**config.mk**
```make
export PLATFORM = sky130hd
export DESIGN_NAME = unidad_adelantamiento_param
export DESIGN_NICKNAME = d
export VERILOG_FILES = /design/src/rtl/unidad_adelantamiento_param.sv
export SDC_FILE = /design/constraint.sdc
export NUM_CORES = 1
export LEC_CHECK = 0
export CAP_MARGIN = 20
export CORE_UTILIZATION = 47
export CTS_BUF_LIST = sky130_fd_sc_hd__clkbuf_4 sky130_fd_sc_hd__clkbuf_8
export DETAILED_ROUTE_END_ITERATION = 12
export PLACE_DENSITY = 0.78
export SYNTH_ARGS = -nofsm -noshare
export SYNTH_HDL_FRONTEND = slang
export SYNTH_SLANG_ARGS = --single-unit
export TNS_END_PERCENT = 50
```
**constraint.sdc**
```tcl
create_clock -name clk -period 1.58 [get_ports clk]
set_input_delay 0.237 -clock clk [delete_from_list [all_inputs] [get_ports clk]]
set_output_delay 0.237 -clock clk [all_outputs]
set_load 0.005 [all_outputs]
```
**src/rtl/unidad_adelantamiento_param.sv**
```systemverilog
// rtl/unidad_adelantamiento_param.sv - parametrised forwarding and load-use hazard unit (optional macro: FWD_ZERO_REG_EN)
module unidad_adelantamiento_param #(
    parameter int REG_W    = 4,
    parameter int NUM_SRC  = 2,
    parameter int LOAD_LAT = 1,
    parameter int CNT_W    = 16
) (
    input  logic                     clk,
    input  logic                     rst_n,
    input  logic                     id_valid,
    input  logic [NUM_SRC*REG_W-1:0] id_src,
    input  logic [REG_W-1:0]         id_dst,
    input  logic                     id_we,
    input  logic                     id_load,
    input  logic                     flush,
    output logic                     stall,
    output logic [NUM_SRC*2-1:0]     fwd_sel,
    output logic [CNT_W-1:0]         stall_cnt
);

    typedef struct packed {
        logic             valid;
        logic             we;
        logic             load;
        logic [REG_W-1:0] dst;
    } slot_t;

    slot_t            ex_q, ex_d;
    slot_t            mem_q, mem_d;
    slot_t            wb_q, wb_d;
    logic [CNT_W-1:0] stall_cnt_q, stall_cnt_d;
    logic             stall_raw;

    // A slot produces register r when it is a live instruction writing r.
    // With the zero register hardwired, r==0 never has a producer.
    function automatic logic is_prod(slot_t s, logic [REG_W-1:0] r);
        logic hit;
        hit = s.valid & s.we & (s.dst == r);
`ifdef FWD_ZERO_REG_EN
        if (r == '0) hit = 1'b0;
`endif
        return hit;
    endfunction

    // Age is the number of stages past EX; load data becomes forwardable once
    // the load is LOAD_LAT stages past EX. ALU results are always forwardable.
    function automatic logic is_ready(slot_t s, int age);
        return !s.load || (age >= LOAD_LAT);
    endfunction

    // Youngest-producer match per source: pick the mux select or flag a load-use hazard.
    always_comb begin
        stall_raw = 1'b0;
        fwd_sel   = '0;
        for (int i = 0; i < NUM_SRC; i++) begin
            if (id_valid) begin
                if (is_prod(ex_q, id_src[i*REG_W +: REG_W])) begin
                    if (is_ready(ex_q, 0)) fwd_sel[2*i +: 2] = 2'b01;
                    else                   stall_raw = 1'b1;
                end else if (is_prod(mem_q, id_src[i*REG_W +: REG_W])) begin
                    if (is_ready(mem_q, 1)) fwd_sel[2*i +: 2] = 2'b10;
                    else                    stall_raw = 1'b1;
                end else if (is_prod(wb_q, id_src[i*REG_W +: REG_W])) begin
                    if (is_ready(wb_q, 2)) fwd_sel[2*i +: 2] = 2'b11;
                    else                   stall_raw = 1'b1;
                end
            end
        end
        // A taken branch squashes the decode instruction, so its hazard is moot.
        stall = stall_raw & ~flush;
    end

    // Shadow pipeline advance: bubbles on stall/flush, flush also kills the EX slot.
    always_comb begin
        ex_d = '0;
        if (id_valid && !stall && !flush) begin
            ex_d.valid = 1'b1;
            ex_d.we    = id_we;
            ex_d.load  = id_load;
            ex_d.dst   = id_dst;
`ifdef FWD_ZERO_REG_EN
            if (id_dst == '0) ex_d.we = 1'b0;
`endif
        end
        mem_d = flush ? '0 : ex_q;
        wb_d  = mem_q;
    end

    // Saturating stall cycle counter, cleared only by reset.
    always_comb begin
        stall_cnt_d = stall_cnt_q;
        if (stall && !(&stall_cnt_q)) stall_cnt_d = stall_cnt_q + CNT_W'(1);
    end

    // State registers.
    always_ff @(posedge clk or negedge rst_n) begin
        if (!rst_n) begin
            ex_q        <= '0;
            mem_q       <= '0;
            wb_q        <= '0;
            stall_cnt_q <= '0;
        end else begin
            ex_q        <= ex_d;
            mem_q       <= mem_d;
            wb_q        <= wb_d;
            stall_cnt_q <= stall_cnt_d;
        end
    end

    assign stall_cnt = stall_cnt_q;

endmodule

```
# Word-level counts from Yosys, hierarchy flattened
# Cells that the tools add are included.
totals:
  out_inout_bits: 21
  in_bits: 18
  regBits: 35
  word_cells: 53
op_classes:
  bitwise_logic: 11
  addsub: 1
  eq_ne: 6
  n_mux: 17
  reduce_logical: 7
op_table:
  columns: ["cell", "count"]
  rows:
  - ["== test 4 bit", 6]
  - ["adder 16 x 1 -> 16 bit (second input constant)", 1]
  - ["two-way mux 2 bit", 8]
  - ["AND reduction 16 bit", 1]
  - ["two-way mux 7 bit", 2]
  - ["AND 1 bit", 10]
  - ["two-way mux 1 bit", 7]
  - ["logical AND 1 bit", 3]
  - ["zero test 1 bit", 3]
  - ["inverter 1 bit", 1]

# Longest topological paths before layout
logic_depth:
  word_depth: 12
  mapped_depth: 6
  mapped_depth_nobuf: 5

# Worst setup path before layout
# No wires, ideal clock.
synth_path:
  path_kind: "flip-flop to flip-flop"
  start: "reg stall_cnt_q[2], in the netlist stall_cnt[2]"
  end: "reg stall_cnt_q[1], in the netlist stall_cnt[1]"
  setup_time_ps: 125
  setup_slack_ps: -131
  n_path_buf: 0
  arrival_time_ps: 1587
  required_ps: 1455
  synth_period_minus_slack_ps: 1711
  stages_incl_launch_ff: 6
  cell_sequence: "dfrtp_1 > and4_4 > nand4_1 > o31a_1 > nand2_1 > mux2_2"
synth_via:
  elab_chain_cells: 3
synth_lines:
  columns: ["element", "line_no", "text"]
  rows:
  - ["from (decl)", "31", "logic [CNT_W-1:0] stall_cnt_q, stall_cnt_d;"]
  - ["from (signal assigned)", "106", "stall_cnt_q <= stall_cnt_d;"]
  - ["AND reduction 16 bit", "92", "if (stall && !(&stall_cnt_q)) stall_cnt_d = stall_cnt_q + CNT_W'(1);"]
  - ["zero test 1 bit", "92", null]
  - ["logical AND 1 bit", "92", null]
# No other way between the ends.
# A chain may end at the register's enable or synchronous reset.

# Final worst setup path
layout_path:
  start: "in id_src[5]"
  end: "out fwd_sel[2]"
layout_via:
  elab_chain_cells: 6
  elab_cells_between_ends: 10
  cone_classes: "eq/ne (3); mux (4); bitwise (3)"
layout_lines:
  columns: ["element", "line_no", "text"]
  rows:
  - ["from (decl)", "11", "input logic [NUM_SRC*REG_W-1:0] id_src,"]
  - ["== test 4 bit", "38", "hit = s.valid & s.we & (s.dst == r);"]
  - ["AND 1 bit", "38", null]
  - ["two-way mux 2 bit", "63", "end else if (is_prod(wb_q, id_src[i*REG_W +: REG_W])) begin"]
  - ["two-way mux 2 bit", "60", "end else if (is_prod(mem_q, id_src[i*REG_W +: REG_W])) begin"]
  - ["two-way mux 2 bit *", "57", "if (is_prod(ex_q, id_src[i*REG_W +: REG_W])) begin"]
  - ["two-way mux 2 bit *", "56", "if (id_valid) begin"]
  - ["to (decl)", "17", "output logic [NUM_SRC*2-1:0] fwd_sel,"]
# Every way passes the cells marked *; elsewhere a longest branch is shown, timed or not.

==> results_tabular.tex <==
\begin{tabular}{lr}
\hline
Metric & Value \\
\hline
\multicolumn{2}{l}{\textbf{STA}} \\
\quad Final Setup Violations & 27 \\
\quad Smallest hold slack & 0.357 ns \\
\quad Achievable Freq & 0.477 GHz \\
\quad Unrepaired setup endpoints after global routing & true \\
\quad Worst rel slew slack & 71.5\% \\
\quad Number of slew-limit violations in the final report & 0 \\
\quad Number of hold-slack violations in the final timing report & 0 \\
\quad Part of the cycle the worst path needs & 133\% \\
\quad Actual transition at the worst max-transition pin & 0.427 ns \\
\quad Maximum clock skew at final layout & 0.00699 ns \\
\quad Min Tclk post-route & 2.10 ns \\
\quad Post-route setup slack & -0.518 ns \\
\multicolumn{2}{l}{\textbf{Routing}} \\
\quad Iteration-0 DRC Markers & 40 \\
\quad Antenna viol nets, final & 0 \\
\quad Routed vias/inst & 5.17 \\
\quad DR vias & 1,489 \\
\quad Initial DRT Pass Iterations & 4 \\
\quad Total routed wirelength & 4070 um \\
\quad DRC & 0 \\
\quad Average wire per standard cell & 14.1 um \\
\multicolumn{2}{l}{\textbf{Yosys}} \\
\quad Post-synth design cell area & 1740 um\^{}2 \\
\quad Synth Net Count & 177 \\
\quad Leading area contributor after synthesis & dfrtp\_1 \\
\quad Number of unique standard cell types used by synthesis & 29 \\
\quad \#FFs+latches synth & 35 \\
\quad Synthesized area per cell & 11.0 um\^{}2 \\
\quad YS warnings & 0 \\
\quad Ranking of synthesized cells by area & dfrtp\_1 (50\%), xnor2\_1 (15\%), nand4\_1 (6.1\%) \\
\quad Syn Inst Count & 158 \\
\quad Sequential-to-total area share from yosys stat & 50.4\% \\
\quad Area fraction of the dominant cell type after synthesis & 50.4\% \\
\multicolumn{2}{l}{\textbf{Power}} \\
\quad Leakage power figure & 1.18 nW \\
\quad Overall power after layout & 1.77 mW \\
\quad Cell Pwr Density & 678 nW/um\^{}2 \\
\quad IR drop worst, VDD & 611 uV \\
\multicolumn{2}{l}{\textbf{Clock network}} \\
\quad Clock network latency to the later pin of the worst-skew pair & 0.28 ns \\
\quad Number of H-tree levels & 2 \\
\quad Root buffer cell & clkbuf\_8 \\
\quad Number of hold buffers added after CTS & 0 \\
\quad CTS Buf Count & 5 \\
\quad Maximum clock path buffer count & 2 \\
\quad Number of clock sinks & 35 \\
\quad TritonCTS clock tree & yes \\
\quad Clock-pin slew reported for the worst setup and hold paths after clock tree synthesis & 0.07 ns \\
\multicolumn{2}{l}{\textbf{Place}} \\
\quad Placement Cell Area & 2410 um\^{}2 \\
\quad Count of buffers inserted at the top-level ports & 38 \\
\quad Setup slack at placement & -0.840 ns \\
\quad Final RePlAce weighted congestion & 0.873 \\
\quad DPL Wire Length & 2930 um \\
\quad \# placed instances & 272 \\
\multicolumn{2}{l}{\textbf{Floorplan}} \\
\quad Effective utilization at floorplan & 50.5\% \\
\quad Die extent in x & 62.8 um \\
\quad Core region area & 3440 um\^{}2 \\
\quad I/O pin cnt & 39 \\
\quad Count of standard-cell rows & 21 \\
\quad Height of the die & 62.8 um \\
\quad DIE AREA & 3950 um\^{}2 \\
\multicolumn{2}{l}{\textbf{Final layout}} \\
\quad Final Instance Count excl. Fillers & 288 \\
\quad Synth-to-Final Area Change & 50.0\% \\
\quad Fraction of final layout cells with drive strength greater than 1 & 30.6\% \\
\quad Ant. Diodes & 0 \\
\quad Post-Layout Inst Area & 2610 um\^{}2 \\
\quad Leading cell type in the layout, fill and taps excluded & buf\_4 \\
\quad Highest-count cells in the layout ignoring fill and taps & buf\_4 (39), dfrtp\_1 (35), clkdlybuf4s50\_1 (27) \\
\quad Final net count & 260 \\
\multicolumn{2}{l}{\textbf{Setup path}} \\
\quad Critical path cell sequence & clkdlybuf4s50\_1, xnor2\_1, nand3\_1, or3b\_4, and3\_4, o21a\_1, buf\_2 \\
\quad Number of cells on the worst reg-to-reg path & 8 \\
\quad Max incr delay on CP & 0.52 ns \\
\quad Slowest CP cell & clkdlybuf4s50\_1 \\
\quad Family of cells with the greatest summed delay on the critical path & simple AND/OR/NAND/NOR gates \\
\quad Register-to-register path setup slack & -0.21 ns \\
\quad Required time at the worst-slack endpoint & 1.34 ns \\
\quad Crit. End Element & primary output \\
\quad Critical path peak fanout & 3 \\
\quad Logic depth of the worst setup path including buffers & 7 \\
\quad Critical path launch point type & primary input \\
\quad Worst EP arrival & 1.86 ns \\
\quad Bufs and invs on worst path & 2 \\
\quad Category of the critical setup timing path & in2out \\
\multicolumn{2}{l}{\textbf{Hold path}} \\
\quad Hold/Removal Path Class & in2async \\
\multicolumn{2}{l}{\textbf{Global route}} \\
\quad Overall fraction of global-route tracks in use & 22.6\% \\
\quad Aggregate global routing overflow & 0 \\
\quad Largest net degree at the start of global routing & 36 \\
\quad Number of global-route vias before repair & 1,497 \\
\quad Number of antenna violations at the first check in global routing & 0 \\
\quad Global-route wire length before repair & 6920 um \\
\multicolumn{2}{l}{\textbf{Run status}} \\
\quad Result of the run & finished, violations left \\
\quad Violated checks & negative setup slack \\
\multicolumn{2}{l}{\textbf{Flow run}} \\
\quad Max-Cap Viols & 0 \\
\hline
\end{tabular}
cell type report:
cell class | count | area, um^2
Fill cell | 239 | 836
Timing Repair Buffer | 78 | 658
Multi-Input combinational cell | 121 | 926
Clock buffer | 7 | 83.8
Sequential cell | 35 | 876
Tap cell | 46 | 57.6
Clock inverter | 1 | 5.00
repair_timing:
action | 4_1_cts | 5_1_grt
endpoints found under the setup margin | 28 | 28
setup buffers | 11 | 2
pin swaps | 14 | 11
gates resized for setup | 30 | 8
gates cloned | 0 | 1
stage by stage:
step           TNS, ns  utilization, %
4_1_cts          -4.25            74.3
2_1_floorplan  -0.0806               -
5_1_grt          -7.43            75.7
6_report         -5.32            75.7
3_3_place_gp    -12.64            70.0
3_5_place_dp    -13.50            70.0
cell usage after synthesis (all sizes together):
library cell	instances
and4	2
o31a	1
nor2	9
or3b	2
nand2	9
and3b	1
ha	1
nand3	7
nor3	3
and2	9
nor4	1
xnor2	29
o41ai	1
a21oi	1
o22ai	1
and3	5
nand2b	1
mux2	2
dfrtp	35
nand4	17
xor2	9
buf	2
nor2b	6
o21a	3
and2b	1
cell families (layout without fill, tap and decap cells):
kind of cell	Yosys count	after routing	share of synthesized area, %
muxes	2	2	1.30
DFF	35	35	50.4
and+or+nand+nor	73	73	24.2
buffers and inverters	2	86	0.936
adders and majority gates	1	1	0.720
xor gates and xnor gates	38	38	19.2
AOI/OAI and AO/OA	7	7	3.31
path summary, 6_finish.rpt:
path	from	to
setup reg to reg	ex_q[2]	stall_cnt[15]
setup / recovery	id_src[5]	fwd_sel[2]
max in group asynchronous	rst_n	mem_q[2]
min in group clk	mem_q[6]	wb_q[6]
hold reg to reg	mem_q[6]	wb_q[6]
hold / removal	rst_n	stall_cnt[0]
state kept, by name, summed over array words and instances, names as in the netlist:
signal	count
ex_q	7
stall_cnt	16
mem_q	6
wb_q	6
per-layer routing:
metal	wire length (um)	track usage, %	share of wire, %	vias to the layer above
li1	-	-	-	719
met1	1830	29.6	45	728
met2	2020	37.6	50	34
met3	127	2.92	3.1	8
met4	92	9.30	2.3	0
met5	0	0	0	-
report_power, final:
| part | total, mW | internal [mW] | switching (mW) |
|---|---|---|---|
| Clock | 0.635 | 0.343 | 0.292 |
| Sequential | 0.926 | 0.912 | 0.0135 |
| Combinational | 0.207 | 0.115 | 0.0924 |
| Total | 1.77 | 1.37 | 0.398 |
worst reg2reg max path, delay by kind of cell, from the launching register on:
family                 cells  cell delay, ns
flip-flops                 1            0.39
buffers and inverters      3            0.43
AND/OR/NAND/NOR            2            0.22
multiplexers               1            0.29
AO/OA/AOI/OAI              1            0.20
XOR/XNOR                   1            0.15
No activity file was read; power rests on OpenSTA's default activity.
==> edit (same settings) <==
Add a define of `FWD_ZERO_REG_EN`.
--- a/src/rtl/unidad_adelantamiento_param.sv
+++ b/src/rtl/unidad_adelantamiento_param.sv
@@ -1,3 +1,5 @@
 // rtl/unidad_adelantamiento_param.sv - parametrised forwarding and load-use hazard unit (optional macro: FWD_ZERO_REG_EN)
+`define FWD_ZERO_REG_EN
+
 module unidad_adelantamiento_param #(
     parameter int REG_W    = 4,
Check against the original RTL: not equivalent (a bounded check fails within 4 cycles, from zero or initial values and one cycle with rst_n low).
==> edit against the unedited design <==
  * The run still ends with setup timing left
  * Power rose by 13%
  * Sequential cell count unchanged
  * Synthesized area increased by 10%
  * Routed wire length grew 46%
  * Worst setup slack got worse by 51 ps
  * Cell area grew 22%
  * Count of clock-buffer cells in the layout fell by 1
  * Die area rose by 10%
  * Sequential power about the same
  * Critical endpoint unchanged
==> edit: results (changes against the unedited design) <==
[global_routing]
grt_use_total_pct = 31.1  ; was 22.6%
grt_pass1_vias = 1982  ; was 1497
grt_pass1_wl_mm = 9.70  ; was 6.92 mm

[place]
port_buffers = 38  ; unchanged
dp_hpwl_mm = 4.00  ; was 2.93 mm
pre_cts_ws_ps = -1010  ; was -840 ps
placed_area_mm2 = 0.00275  ; was 0.00241 mm²
placed_cells = 306  ; was 272
routabilityCongestion = 0.931  ; was 0.873

[power]
leakagePower_nw = 1.49  ; was 1.18 nW
power.density_mw_per_mm2 = 624  ; was 678 mW/mm²
switching_share_pct = 23.3  ; was 22.5%
p_seq_uw = 928  ; was 926 µW
powerComb_uw = 224  ; was 207 µW
ir_drop_v = 0.000699  ; was 0.000611 V

[routing]
vias = 1794  ; was 1489
drt_iter0_markers = 122  ; was 40
wl_per_cell_um = 18.5  ; was 14.1 µm

[final_layout]
fin_nets = 293  ; was 260
final_cell_area_mm2 = 0.00319  ; was 0.00261 mm²
layout-drive-gt1-share_pct = 43.3  ; was 30.6%
final_cells = 323  ; was 288

[yosys]
postSynthCellCount = 178  ; was 158
synthAdderAreaFrac_pct = 0.652  ; was 0.720%
synth_mux_area_share_pct = 1.17  ; was 1.30%
synthDistinctLibCells = 37  ; was 29
synthTopCellsByCount = dfrtp_1, xor2_1, nand2_1  ; was dfrtp_1, xnor2_1, nand4_1
synth_xor_area_share_pct = 14.6  ; was 19.2%
synth_fp_nets = 197  ; was 177
ys_top_cells_by_area = dfrtp_1, xor2_1, nor4_2, nor4_4, nand2_1  ; was dfrtp_1, xnor2_1, nand4_1, xor2_1, and2_1

[timing]
fin_ws_ps = -568  ; was -518 ps
holdWs_ps = 361  ; was 357 ps
tns_ps = -10610  ; was -5320 ps
tightestPinTransition_ps = 456  ; was 427 ps
finalSetupViolCount = 28  ; was 27
skew_ps = 11.8  ; was 6.99 ps

[run_status]
run_status = finished with violations  ; unchanged
violations = setup timing  ; unchanged

[setup_path]
rrSetupSlack_ps = -550  ; was -210 ps
max_stage_delay_ps = 450  ; was 520 ps
critPathLaunch = ex_q[3]$_DFF_PN0_  ; was id_src[5]
cp_slowest_cell = dfrtp_2  ; was clkdlybuf4s50_1
worstPathArrival_ps = 1910  ; was 1860 ps
critPathMaxFanout = 4  ; was 3

[clocking]
postCtsSetupBuffers = 10  ; was 11

## edit: cell count changes in the layout (fill, tap and decap cells not counted), sizes merged, moves of 4 or more
cell / delta
nand4: -13
nor3: +8
buf: +18
o21ai: +4
xor2: +23
nor4: +12
nand2: +6
xnor2: -29
## edit: layer usage
metal / track usage [%] / routed length [µm]
met1: 36.8 / 2400
met3: 6.03 / 306
met4: 16.0 / 223
met2: 52.9 / 3030
met5: 0 / 0
## edit: worst reg2reg max path, cell delays in order, from the launching register on
cell and delay [ps]:
dfrtp_2 450, xor2_2 190, nor4_4 340, a22oi_2 150, buf_4 170, buf_6 130, buf_4 140, nor4_4 290
xor2_1 200
## edit: cell type report
class | instances | share of cell area [%]
clock inverters | 2 | 1.10
clock buffers | 6 | 2.59
inverters | 1 | 0.118
well taps | 48 | 1.88
repair buffers | 96 | 26.5
flip-flops and latches | 35 | 27.5
multi-input cells | 135 | 40.3
